**config.mk**
```make
export PLATFORM = sky130hd
export DESIGN_NAME = fetch_sequencer
export DESIGN_NICKNAME = d
export VERILOG_FILES = /design/src/rtl/fetch_sequencer.sv
export SDC_FILE = /design/constraint.sdc
export NUM_CORES = 1
export LEC_CHECK = 0
export CORE_ASPECT_RATIO = 1.5
export CORE_MARGIN = 1
export CORE_UTILIZATION = 25
export DETAILED_ROUTE_END_ITERATION = 12
export GPL_ROUTABILITY_DRIVEN = 1
export GPL_TIMING_DRIVEN = 0
export PLACE_DENSITY_LB_ADDON = 0.15
export SKIP_CTS_REPAIR_TIMING = 1
export SYNTH_ARGS = -nofsm -noshare
export SYNTH_HDL_FRONTEND = slang
export SYNTH_SLANG_ARGS = --single-unit
```
**constraint.sdc**
```tcl
create_clock -name clk -period 4 [get_ports clk]
set_input_delay 1.2 -clock clk [delete_from_list [all_inputs] [get_ports clk]]
set_output_delay 1.2 -clock clk [all_outputs]
set_load 0.02 [all_outputs]
```
**src/rtl/fetch_sequencer.sv**
```systemverilog
// Instruction-fetch controller: owns the PC, fills a registered fetch slot,
// handles branch redirects, skips zero words and halts at the end of memory.
module fetch_sequencer #(
    parameter int          MEM_DEPTH  = 32,
    parameter logic [31:0] START_ADDR = 32'd0,
    parameter int          CNT_W      = 16
) (
    input  logic             clk,
    input  logic             rst_n,
    input  logic             start,
    output logic [31:0]      imem_addr,
    input  logic [31:0]      imem_data,
    output logic [31:0]      if_instr,
    output logic [31:0]      if_pc,
    output logic             if_valid,
    input  logic             id_ready,
    input  logic             redirect_valid,
    input  logic [31:0]      redirect_target,
    output logic             busy,
    output logic             halt,
    output logic [CNT_W-1:0] fetch_count
);

    typedef enum logic [1:0] {
        IDLE,
        FETCH,
        DRAIN,
        HALT
    } state_t;

    localparam logic [31:0] DEPTH = 32'(MEM_DEPTH);
    localparam logic [31:0] LAST  = 32'(MEM_DEPTH - 1);

    state_t      state;
    logic [31:0] pc;
    logic        adv;
    logic        active;

    assign adv       = !if_valid || id_ready;
    assign active    = (state == FETCH) || (state == DRAIN);
    assign imem_addr = pc;
    assign busy      = active;

    always_ff @(posedge clk) begin
        if (!rst_n) begin
            state       <= IDLE;
            pc          <= START_ADDR;
            if_instr    <= 32'd0;
            if_pc       <= 32'd0;
            if_valid    <= 1'b0;
            halt        <= 1'b0;
            fetch_count <= '0;
        end else if (active && redirect_valid) begin
            // Redirect beats stall: the slot is dropped even if decode is stalled
            if_valid <= 1'b0;
            pc       <= redirect_target;
            if (redirect_target < DEPTH) begin
                state <= FETCH;
            end else begin
                state <= HALT;
                halt  <= 1'b1;
            end
        end else begin
            case (state)
                IDLE: begin
                    if (start) state <= FETCH;
                end
                FETCH: begin
                    if (adv) begin
                        if (imem_data != 32'd0) begin
                            if_instr    <= imem_data;
                            if_pc       <= pc;
                            if_valid    <= 1'b1;
                            fetch_count <= fetch_count + CNT_W'(1);
                        end else begin
                            if_valid <= 1'b0;
                        end
                        pc <= pc + 32'd1;
                        if (pc == LAST) state <= DRAIN;
                    end
                end
                DRAIN: begin
                    if (adv) begin
                        state    <= HALT;
                        if_valid <= 1'b0;
                        halt     <= 1'b1;
                    end
                end
                HALT: begin
                    if_valid <= 1'b0;
                end
                default: state <= IDLE;
            endcase
        end
    end

endmodule

```
### Yosys cells after proc, flatten, opt, wreduce, memory -nomap -nowiden

Index checks and enable logic that the tools add are counted.

| cells by class | value |
|---|---|
| equal/unequal tests | 11 |
| reductions and logical operators | 17 |
| muxes and demuxes | 18 |
| add/sub/neg operators | 2 |
| order comparisons | 1 |
| bitwise logic cells | 2 |

Operators by type and width:

| kind | number |
|---|---|
| $mux W32 | 3 |
| $add A32 B1 Y32 const B | 1 |
| $eq A32 B5 Y1 const B | 1 |
| $lt A32 B6 Y1 const B | 1 |
| $reduce_bool A32 Y1 | 1 |
| $add A16 B1 Y16 const B | 1 |
| $mux W2 | 6 |
| $mux W1 | 7 |
| $ne A2 B2 Y1 const B | 3 |
| $ne A3 B2 Y1 const B | 2 |
| $pmux W2 S3 | 1 |
| $reduce_and A3 Y1 | 2 |
| $reduce_bool A2 Y1 | 3 |
| $reduce_and A5 Y1 | 1 |
| $eq A2 B2 Y1 const B | 2 |
| $reduce_and A4 Y1 | 1 |
| $reduce_bool A4 Y1 | 1 |
| $ne A3 B1 Y1 const B | 1 |
| $ne A3 B3 Y1 const B | 1 |
| $pmux W1 S3 | 1 |
| $reduce_bool A3 Y1 | 1 |
| $eq A2 B1 Y1 const B | 1 |
| $logic_not A2 Y1 | 1 |
| $logic_or A1 B1 Y1 | 2 |
| other kinds (5) | 6 |

| word-level totals | value |
|---|---|
| register bits after elaboration | 116 |
| word-level logic and storage cells | 58 |
| output and inout bits | 115 |
| input port bits | 69 |

### Longest topological paths before layout

| logic depth | value |
|---|---|
| depth after elaboration | 5 |
| depth in mapped cells | 9 |
| gate-level depth less buffers | 7 |

### Least setup slack after synthesis

OpenSTA, ideal clock, no wires.

| path | value |
|---|---|
| path kind | input to register |
| start | in id_ready |
| end | reg pc[27], in the netlist imem_addr[27] |
| buffers on the path | 2 |
| setup time | 0.074 ns |
| path slack | 1.225 ns |
| data required time | 3.926 ns |
| stages | 7 |
| arrival time | 2.701 ns |
| cell sequence | nand2b_1 buf_2 nand3_1 or3_1 buf_2 or4_1 a31oi_1 |

| between the ends | value |
|---|---|
| word-level cells in the longest chain between the ends | 3 |

RTL lines:

| item | RTL line | RTL |
|---|---|---|
| from (decl) | 16 | `input logic id_ready,` |
| $logic_or A1 B1 Y1 | 39 | `assign adv = !if_valid \|\| id_ready;` |
| $reduce_bool A2 Y1 (no line) | - |  |
| $reduce_and A2 Y1 (no line) | - |  |
| to (signal assigned) | 56 | `pc <= redirect_target;` |
| to (signal assigned) | 78 | `pc <= pc + 32'd1;` |
| to (decl) | 35 | `logic [31:0] pc;` |

Every way passes these cells.
A chain may end at the register's enable or synchronous reset.

### Worst setup path in the final report

| path | value |
|---|---|
| start | in imem_data[5] |
| end | reg if_pc[2] |

| between the ends | value |
|---|---|
| word-level cells in the longest chain between the ends | 2 |

RTL lines:

| item | RTL line | RTL |
|---|---|---|
| from (decl) | 12 | `input logic [31:0] imem_data,` |
| $reduce_bool A32 Y1 | 70 | `if (imem_data != 32'd0) begin` |
| $reduce_and A4 Y1 (no line) | - |  |
| to (signal assigned) | 72 | `if_pc <= pc;` |
| to (decl) | 14 | `output logic [31:0] if_pc,` |

Every way passes these cells.

==> metrics.md <==
| Metric | Value |
|---|---|
| Result of the run | finished clean |
| Sink count of the clock tree | 116 |
| Insertion delay of the later-clocked pin in the worst-skew pair | 0.41 ns |
| Initial antenna violation count | 0 |
| Antenna Diode Count | 0 |
| Count of TritonRoute iterations in the first routing pass | 4 |
| Final layout net count | 860 |
| Synthesized instance count | 583 |
| CTS tree | built |
| Wire length of the first global-routing pass | 28.5 mm |
| Yosys warning total | 0 |
| Yosys cell types | 40 |
| R2R Path Start | state[0] |
| Final setup violating endpoints | 0 |
| Clock slew seen by the registers of the worst setup and hold paths | 0.05 ns |
| Top cells by area, synth | dfxtp_1 45%, mux2i_1 13%, nor2_1 6.5%, nor4_1 3.6%, o21ai_0 2.7% |
| Class of the worst hold path | flop to flop |
| 1st-iter DRT viols | between 150 and 200 |
| Area added between synthesis and finish | 52.2% |
| Type of destination of the critical path | flop |
| Main synth FF type | dfxtp_1 |
| Critical Setup Path Class | input pin to flop |
| Highest cell delay on the worst timing path | roughly 0.46 ns |
| Worst slew margin relative to its limit | 57.5% |
| Part of the cycle the worst path needs | 93.6% |
| Power, Total | ~5300 uW |
| Vias | 5220 |
| Number of synthesized flops with an enable pin | 0 |
| Global route total overflow | 0 |
| Post-Place Cell Area | 0.00736 sq mm |
| Final routed wire length divided by cell count | 17.4 um |
| Library cell with the highest instance count after synthesis | dfxtp_1 |
| Syn_nets | 659 |
| Layout Utilization | 38.9% |
| Clock Skews | ~0.0096 ns |
| Sum of net half-perimeters after detailed placement | ~14 mm |
| Post-layout worst setup margin | 0.255 ns |
| Average cell area after synthesis | around 8.9 sq um |
| Maximum Capacitance Violations | 0 |
| Maximum number of pins on one net before global-route repair | 17 |
| Cell type contributing the most total cell area after synthesis | dfxtp_1 |
| Type of origin of the critical path | input pin |
| Setup repair after global routing missed its margin | no |
| Number of vias per cell | 4.93 |
| Number of buffers added on ports | 182 |
| Maximum buffer depth of the clock tree | 2 |
| Top-area cell type share of the netlist area | 44.6% |
| Final critical path time including I/O delays and setup | between 3 and 4 ns |
| Inserted Clock Buffers | 17 |
| Area of all placed cells without fillers | 0.00793 sq mm |
| Series of cell instances along the critical path | clkdlybuf4s50_1, nor4_1, nand4_1, o21ai_1, clkbuf_1, buf_2, mux2i_1, nor2_1 |
| DRC viols | 0 |
| Launch instance of the worst min-delay path | if_instr[31] |
| Die area | 0.0214 sq mm |
| Floorplan core area | 0.0204 sq mm |
| Post-synth top cells | 116 x dfxtp_1, 90 x nor2_1, 66 x mux2i_1 |
| Routability-driven placement congestion ratio | just over 0.8 |
| Setup TNS | 0 ns |
| Die Y | 179 um |
| Post-Route WL | 18.4 mm |
| H-tree level count | 4 |
| Critical Path Slowest Stage Cell | nor4_1 |
| Ratio of cells with drive above 1 in the final layout | 5.91% |
| Register bit total from synthesis | 116 |
| Leakage power of the design | 0.00299 uW |
| Number of placement rows | 64 |
| Critical Path AT | 4.02 ns |
| Number of top-level design ports | 184 |
| Worst-path fanout max | 10 |
| Root cell of the clock tree | clkbuf_16 |
| All-layer global routing usage | ~17% |
| Data required, critical path | 4.27 ns |
| Worst setup timing slack at the placement stage | -0.294 ns |
| Total power divided by cell area | between 600 and 700 mW/mm^2 |
| F_max | 267 MHz |
| Async set-or-reset flop fraction in the synthesized netlist | 0% |
| Number of failing hold endpoints at the final stage | 0 |
| Peak VDD IR | 0.000242 V |
| Post-DRT Antenna Nets | 0 |
| DIE WIDTH | 120 um |
| Sequential share of the synthesized area | 44.6% |
| Post-synth design cell area | around 0.0052 sq mm |
| Setup crit start | imem_data[5] |
| Vias in the first global route | 5258 |
| Final-report max-slew violation count | 0 |
| Starting Density | 25.5% |
| Worst Max-Slew Pin Slew | 0.637 ns |
-- layout by cell type, fill, tap and decap left out, types with 2 or more instances in the layout --
cell type	instances
clkdlybuf4s50_1	182
dfxtp_1	116
nor2_1	90
mux2i_1	66
nor4_1	30
o21ai_0	28
clkbuf_1	27
a21oi_1	24
nand2_1	19
o31ai_1	17
or4_1	17
clkbuf_16	17
xnor2_1	16
nand3_1	16
inv_1	15
nand4_1	14
buf_2	12
a31oi_1	11
a211oi_1	10
or3_1	8
ha_1	7
xor2_1	6
nor3_1	5
and3_1	5
clkinv_2	5
o21a_1	3
nand2b_1	3
clkinvlp_4	3
bufinv_16	3
a311oi_1	2
buf_1	2
and4_1	2
o2111ai_1	2
-- worst max-delay path: cells and delay by family --
family	cells	cell delay [ns]
AOI/OAI and AO/OA	1	0.45
buffers and inverters	3	1.24
muxes	1	0.23
and+or+nand+nor	3	0.89
-- per-layer routing --
metal | GRT usage (%) | up-vias | wire length [um]
met3 | 4.45 | 20 | 999
met1 | 18.9 | 2494 | 7350
met2 | 32.1 | 183 | 9760
met4 | 6.82 | 0 | 291
li1 | - | 2523 | -
met5 | 0 | - | 0
-- layout make-up --
cell class	instances	area [sq um]
Inverter	15	56.3
Fill cell	2051	12500
Buffer	40	169
Timing Repair Buffer	182	1820
Sequential cell	116	2320
Multi-Input combinational cell	412	2660
Tap cell	264	330
Clock buffer	19	433
Clock inverter	11	138
-- path summary, 6_finish.rpt --
check,slack [ns],end,cells past startpoint
hold reg to reg,0.49,if_instr[31],2
setup / recovery,0.26,if_pc[2],8
setup reg to reg,1.22,if_pc[2],9
hold / removal,0.49,if_instr[31],2
-- power by group --
group          switching, uW  internal, uW  total (uW)
combinational           1080           946        2020
sequential               336          1430        1760
clock                    537           965        1500
total                   1950          3340        5290
-- metrics by stage --
step / cells / hold slack (ns)
2_1_floorplan: 583 / 0.471
3_3_place_gp: 1029 / 0.476
3_5_place_dp: 1029 / 0.485
4_1_cts: 1059 / 0.498
5_1_grt: 1059 / 0.524
6_report: 1059 / 0.491
-- logic make-up after synthesis --
| family | Yosys count | share of synthesized area, % |
|---|---|---|
| AND/OR/NAND/NOR | 216 | 21.2 |
| flip-flops | 116 | 44.6 |
| AO/OA/AOI/OAI | 101 | 11.8 |
| multiplexers | 66 | 12.7 |
| buffers and inverters | 55 | 4.32 |
| XOR/XNOR | 22 | 3.70 |
| adder cells (fa/ha/maj) | 7 | 1.68 |
-- sequential cells by signal, indices dropped and copies added (netlist names) --
| name | cells |
|---|---|
| imem_addr | 32 |
| fetch_count | 16 |
| if_pc | 32 |
| halt | 1 |
| state | 2 |
| if_valid | 1 |
| if_instr | 32 |
No activity file was read; power rests on OpenSTA's default activity.
